--- src/rtl/i2c_bus_bridge.sv ---
// Processor-bus slave that turns single-cycle register accesses into the
// level-held four-phase command handshake of the I2C master PHY.
module i2c_bus_bridge #(
    parameter int   BUS_W      = 32,
    parameter logic IRQ_EN_RST = 1'b0
) (
    input  logic             clock,
    input  logic             reset,
    input  logic [1:0]       bus_addr,
    input  logic [BUS_W-1:0] bus_wdata,
    input  logic             bus_we,
    input  logic             bus_re,
    output logic [BUS_W-1:0] bus_rdata,
    output logic             bus_ack,
    output logic             irq,
    output logic             phy_read,
    output logic             phy_write,
    output logic             phy_rcount_set,
    output logic             phy_enq,
    output logic             phy_deq,
    output logic             phy_clear,
    output logic [7:0]       phy_din,
    input  logic [7:0]       phy_dout,
    input  logic             phy_ack,
    input  logic             phy_nack,
    input  logic             phy_empty,
    input  logic             phy_full
);

    typedef enum logic [2:0] {IDLE, S_REQ, S_REL, B_ACK, B_WAIT, T_REQ, T_REL} state_t;
    typedef enum logic [2:0] {OP_NONE, OP_ENQ, OP_DEQ, OP_RCNT, OP_CLR, OP_RD, OP_WR} op_t;

    state_t           state_q, state_d;
    op_t              op_q, op_d;
    logic [7:0]       din_q, din_d;
    logic [7:0]       count_q, count_d;
    logic [BUS_W-1:0] rdata_q, rdata_d;
    logic             irqEn_q, irqEn_d;
    logic             done_q, done_d;
    logic             busy_q, busy_d;
    logic             tAck_q, tAck_d;
    logic             tWait_q, tWait_d;

    logic             req;
    logic             accept;
    logic [BUS_W-1:0] statusWord;
    logic             unusedWdata;

    assign req         = bus_we | bus_re;
    assign unusedWdata = ^bus_wdata[BUS_W-1:8];

    always_comb begin
        statusWord      = '0;
        statusWord[5:0] = {done_q, irqEn_q, busy_q, phy_nack, phy_full, phy_empty};
    end

    always_ff @(posedge clock) begin
        if (reset) begin
            state_q <= IDLE;
            op_q    <= OP_NONE;
            din_q   <= '0;
            count_q <= '0;
            rdata_q <= '0;
            irqEn_q <= IRQ_EN_RST;
            done_q  <= 1'b0;
            busy_q  <= 1'b0;
            tAck_q  <= 1'b0;
            tWait_q <= 1'b0;
        end else begin
            state_q <= state_d;
            op_q    <= op_d;
            din_q   <= din_d;
            count_q <= count_d;
            rdata_q <= rdata_d;
            irqEn_q <= irqEn_d;
            done_q  <= done_d;
            busy_q  <= busy_d;
            tAck_q  <= tAck_d;
            tWait_q <= tWait_d;
        end
    end

    always_comb begin
        state_d = state_q;
        op_d    = op_q;
        din_d   = din_q;
        count_d = count_q;
        rdata_d = rdata_q;
        irqEn_d = irqEn_q;
        done_d  = done_q;
        busy_d  = busy_q;
        tAck_d  = 1'b0;
        tWait_d = 1'b0;
        accept  = 1'b0;
        case (state_q)
            IDLE: begin
                if (req) begin
                    state_d = B_ACK;
                    case (bus_addr)
                        2'd0: begin
                            if (bus_we) begin
                                if (!phy_full) begin
                                    din_d   = bus_wdata[7:0];
                                    op_d    = OP_ENQ;
                                    state_d = S_REQ;
                                end
                            end else if (phy_empty) begin
                                rdata_d = '0;
                            end else begin
                                op_d    = OP_DEQ;
                                state_d = S_REQ;
                            end
                        end
                        2'd1: begin
                            if (bus_we) begin
                                din_d   = bus_wdata[7:0];
                                count_d = bus_wdata[7:0];
                                op_d    = OP_RCNT;
                                state_d = S_REQ;
                            end else begin
                                rdata_d      = '0;
                                rdata_d[7:0] = count_q;
                            end
                        end
                        2'd2: begin
                            if (!bus_we) begin
                                rdata_d = '0;
                            end else if (bus_wdata[2]) begin
                                op_d    = OP_CLR;
                                state_d = S_REQ;
                            end else if (bus_wdata[1] || bus_wdata[0]) begin
                                // Transfers run in the background; the bus is released next cycle.
                                op_d    = bus_wdata[1] ? OP_RD : OP_WR;
                                busy_d  = 1'b1;
                                done_d  = 1'b0;
                                tAck_d  = 1'b1;
                                state_d = T_REQ;
                            end
                        end
                        default: begin
                            if (bus_we) begin
                                irqEn_d = bus_wdata[4];
                                if (bus_wdata[5]) done_d = 1'b0;
                            end else begin
                                rdata_d = statusWord;
                            end
                        end
                    endcase
                end
            end
            S_REQ: begin
                if (phy_ack) begin
                    state_d = S_REL;
                    if (op_q == OP_DEQ) begin
                        rdata_d      = '0;
                        rdata_d[7:0] = phy_dout;
                    end
                end
            end
            S_REL:  if (!phy_ack) state_d = B_ACK;
            B_ACK:  state_d = B_WAIT;
            B_WAIT: if (!req) state_d = IDLE;
            T_REQ, T_REL: begin
                // Side channel serving bus accesses while a transfer is in flight.
                if (tAck_q) begin
                    tWait_d = 1'b1;
                end else if (tWait_q) begin
                    tWait_d = req;
                end else if (req) begin
                    accept = 1'b1;
                    if (bus_addr == 2'd3) begin
                        if (bus_we) begin
                            irqEn_d = bus_wdata[4];
                            if (bus_wdata[5]) done_d = 1'b0;
                        end else begin
                            rdata_d = statusWord;
                        end
                    end else if (!bus_we) begin
                        rdata_d = '0;
                    end
                end
                if (state_q == T_REQ && phy_ack) state_d = T_REL;
                if (state_q == T_REL && !phy_ack) begin
                    // Completion overrides a done-clear arriving in the same cycle.
                    busy_d  = 1'b0;
                    done_d  = 1'b1;
                    tWait_d = 1'b0;
                    if (accept)                state_d = B_ACK;
                    else if (tAck_q || tWait_q) state_d = B_WAIT;
                    else                       state_d = IDLE;
                end else begin
                    tAck_d = accept;
                end
            end
            default: state_d = IDLE;
        endcase
    end

    assign bus_rdata      = rdata_q;
    assign bus_ack        = (state_q == B_ACK) | tAck_q;
    assign irq            = done_q & irqEn_q;
    assign phy_din        = din_q;
    assign phy_enq        = (state_q == S_REQ) && (op_q == OP_ENQ);
    assign phy_deq        = (state_q == S_REQ) && (op_q == OP_DEQ);
    assign phy_rcount_set = (state_q == S_REQ) && (op_q == OP_RCNT);
    assign phy_clear      = (state_q == S_REQ) && (op_q == OP_CLR);
    assign phy_read       = (state_q == T_REQ) && (op_q == OP_RD);
    assign phy_write      = (state_q == T_REQ) && (op_q == OP_WR);

endmodule

--- config.mk ---
export PLATFORM = sky130hd
export DESIGN_NAME = i2c_bus_bridge
export DESIGN_NICKNAME = d
export VERILOG_FILES = /design/src/rtl/i2c_bus_bridge.sv
export SDC_FILE = /design/constraint.sdc
export NUM_CORES = 1
export LEC_CHECK = 0
export ABC_CLOCK_PERIOD_IN_PS = 2300
export CELL_PAD_IN_SITES_DETAIL_PLACEMENT = 1
export CELL_PAD_IN_SITES_GLOBAL_PLACEMENT = 2
export CORE_AREA = 2 2 108 110
export DETAILED_ROUTE_END_ITERATION = 12
export DIE_AREA = 0 0 110 112
export PLACE_DENSITY = 0.79
export SYNTH_ARGS = -nofsm -noshare
export SYNTH_HDL_FRONTEND = slang
export SYNTH_SLANG_ARGS = --single-unit
--- constraint.sdc ---
create_clock -name clock -period 2.3 [get_ports clock]
set_input_delay 0.23 -clock clock [delete_from_list [all_inputs] [get_ports clock]]
set_output_delay 0.23 -clock clock [all_outputs]
set_load 0.1 [all_outputs]
==> impl_metrics.yaml <==
pwr:
  pwr-share-clk_pct: 36.2
  p_leak_uw: 0.00175
  p_int_uw: 2510
  p_sw_uw: 1360
  swShare_pct: 35.1
  power.density_mw_per_mm2: 926
  combPwrFrac_pct: 33.4
  power_frac_seq_pct: 30.4
  peakVddDrop_uv: 495
floorplanning:
  chipWidth_um: 110
  die_h_um: 112
  io_pins: 98
  num_rows: 39
  core_area_mm2: 0.0112
  start_util_pct: 25.3
  dieArea_mm2: 0.0123
setup_path:
  r2r_slack_ns: 0.20
  r2r-start: "state_q[2]"
  critPathKind: "reg -> out"
  cp_max_fo: 8
  r2r_end: "bus_rdata[21]"
  crit_path_end_kind: "output pin"
  required_ns: 2.07
  arrival_ns: 1.94
  reg2regPathDepth: 6
  start_kind: "register"
global_route:
  grt-busiest-layer: "met2"
  grt_pass1_wl_um: 14500
  grt_use_total_pct: 15.2
  gr-usage-met3_pct: 3.22
  antenna_found_initial: 0
  grt_overflow_total: 0
  use_met2_pct: 24.2
  grt.met1_usage_pct: 19.1
  grt_pass1_vias: 2858
  grt_max_degree: 26
logic_synthesis:
  ys_seq_elements: 59
  ys_warn_count: 0
  yosysSeqAreaShare_pct: 41.8
  synth.most_common_cell: "dfxtp_1"
  syn_avg_cell_area_um2: 8.96
  synthTopCellsByArea: "dfxtp_1 (42%), mux2i_1 (8.2%), and2_1 (5.8%), nor2_1 (5.2%), a22oi_1 (2.7%)"
  synth.top_cell.area_share_pct: 41.8
  yosysTopAreaCell: "dfxtp_1"
  ys_async_sr_fraction_pct: 0
  ys.flop_type: "dfxtp_1"
  synth_commonest_cells: "dfxtp_1 (59), nor2_1 (39), and2_1 (26)"
  yosysUniqueCellTypes: 52
  synth_fp_nets: 369
  synth_edf_count: 0
  syn-instance-count: 315
  synth_area_mm2: 0.00282
outcome:
  status: "finished, final reports clean"
timing:
  tightest_slew_ns: 0.757
  skew_ns: 0.00402
  setup_viol: 0
  rsz0062_at_grt: "true"
  period_minus_slack_ns: 2.17
  timing.final.crit_share_pct: 94.3
  hold_viol: 0
  relSlewSlack_pct: 49.3
  fin_hold_ws_ns: 0.459
  slew_violations: 0
  timing.final.ws_setup_ns: 0.131
  fmax_mhz: 461
clock_network:
  clk_path_buf_depth: 2
  root_buffer: "clkbuf_16"
  clk_latency_ns: 0.34
  cts_buffers: 9
  cts_tree: "done"
  clock_sinks: 59
  cts-htree-levels: 3
  post_cts_buffers: 0
  cts_hold_buf: 0
  clkTransAtPathRegs_ns: 0.05
placement:
  dp_hpwl_um: 6380
  port_buffers: 73
  post-place-ws_ns: -0.249
  place_congestion: 0.806
  placed_area_mm2: 0.00384
layout:
  stdcell_area_mm2: 0.00418
  fillCellCount: 1270
  layout-area-overhead-vs-synth_pct: 48.1
  fin_nets: 464
  drive_above_1_share_pct: 25.8
  num_antenna_cells: 0
detailed_routing:
  wl_per_cell_um: 16.0
  wl_um: 8950
  drtIter0Drc: 144
  drc_errors: 0
  vias_per_cell: 4.88
  first_pass_iters: 4
  ant_nets: 0
  route.vias.total: 2721
hold_path:
  hold_class: "reg -> reg"
  hold_path_startpoint: "bus_rdata[31]"
  holdPathEnd: "bus_rdata[31]"
  min_path_cells: 1
job:
  maxCapViolations: 0
[power by group through the flow]
stage	Combinational [uW]	Sequential, uW	Clock (uW)
floorplan	701	1360	0
global placement	1240	1190	0
detailed placement	1270	1200	0
CTS	1270	1180	1420
global route	1400	1190	1470
finish	1300	1180	1400
[worst max-delay path, cell delays in order (launching register included)]
cell      delay, ns
dfxtp_2        0.41
buf_4          0.18
nor2b_2        0.18
buf_4          0.13
nand2b_1       0.12
nor3_1         0.35
buf_12         0.22
[flip-flops by register name (all words and copies together) (netlist names)]
register and flops:
state_q 3, tWait_q 1, bus_rdata 32, done_q 1, tAck_q 1, op_q 3
count_q 8, irqEn_q 1, busy_q 1, phy_din 8
[how the worst max path moves through the flow]
stage | startpoint | endpoint | slack [ns] | cells past startpoint
4_1_cts | state_q[0] | phy_clear | 0.06 | 6
3_3_place_gp | bus_addr[0] | bus_rdata[12] | -0.17 | 10
5_1_grt | state_q[0] | phy_enq | -0.01 | 6
6_report | state_q[0] | phy_deq | 0.13 | 6
2_1_floorplan | state_q[1] | phy_deq | -0.85 | 4
3_5_place_dp | bus_addr[0] | bus_rdata[10] | -0.25 | 10
[kinds of logic after synthesis]
logic type      count (synthesis)  share of synthesized area [%]
compound gates                 67                           17.7
xor+xnor                        2                          0.620
fa+ha+maj                       4                           1.77
buf+inv                        31                           5.36
flops                          59                           41.8
mux                            24                           8.55
simple gates                  128                           24.1
[metrics by stage]
stage	total power, uW	utilization, %	setup TNS (ns)	instances
5_1_grt	4060	37.4	-0.0210	558
6_report	3870	37.4	0	558
3_3_place_gp	2430	34.4	-5.15	541
4_1_cts	3870	37.2	0	557
3_5_place_dp	2460	34.4	-6.83	541
2_1_floorplan	2060	-	-3.07	315
[cells in the final DEF (no fill, tap or decap), types with 7 or more instances in the layout]
| cell | n |
|---|---|
| o21ai_0 | 7 |
| and2_1 | 26 |
| o221ai_1 | 8 |
| nor3_1 | 10 |
| buf_4 | 71 |
| mux2i_1 | 23 |
| a22oi_1 | 10 |
| buf_12 | 8 |
| clkbuf_16 | 9 |
| dfxtp_1 | 58 |
| nor2_1 | 37 |
| nand2_1 | 17 |
| inv_1 | 10 |
| clkdlybuf4s50_1 | 25 |
| a21oi_1 | 12 |
[cell type report]
type | count | area, um^2 | share of cell area (%)
clock buffer | 15 | 278 | 6.64
clock inverter | 1 | 30.0 | 0.718
inverter | 10 | 37.5 | 0.897
multi-input combinational | 226 | 1530 | 36.6
sequential | 59 | 1180 | 28.3
tap | 143 | 179 | 4.28
timing repair buffer | 104 | 943 | 22.6
[metal layers]
layer	wire, um	share of wire, %
met3	479	5.4
met1	3950	44
met4	216	2.4
met5	0	0
met2	4300	48
[what timing repair did]
action | in CTS | in global routing
pin swaps | 0 | 1
endpoints found under the setup margin | 4 | 25
cloned | 0 | 1
gates resized for setup | 1 | 4
endpoints found under the hold margin | 0 | 0
Power figures use the tool's default switching activity.
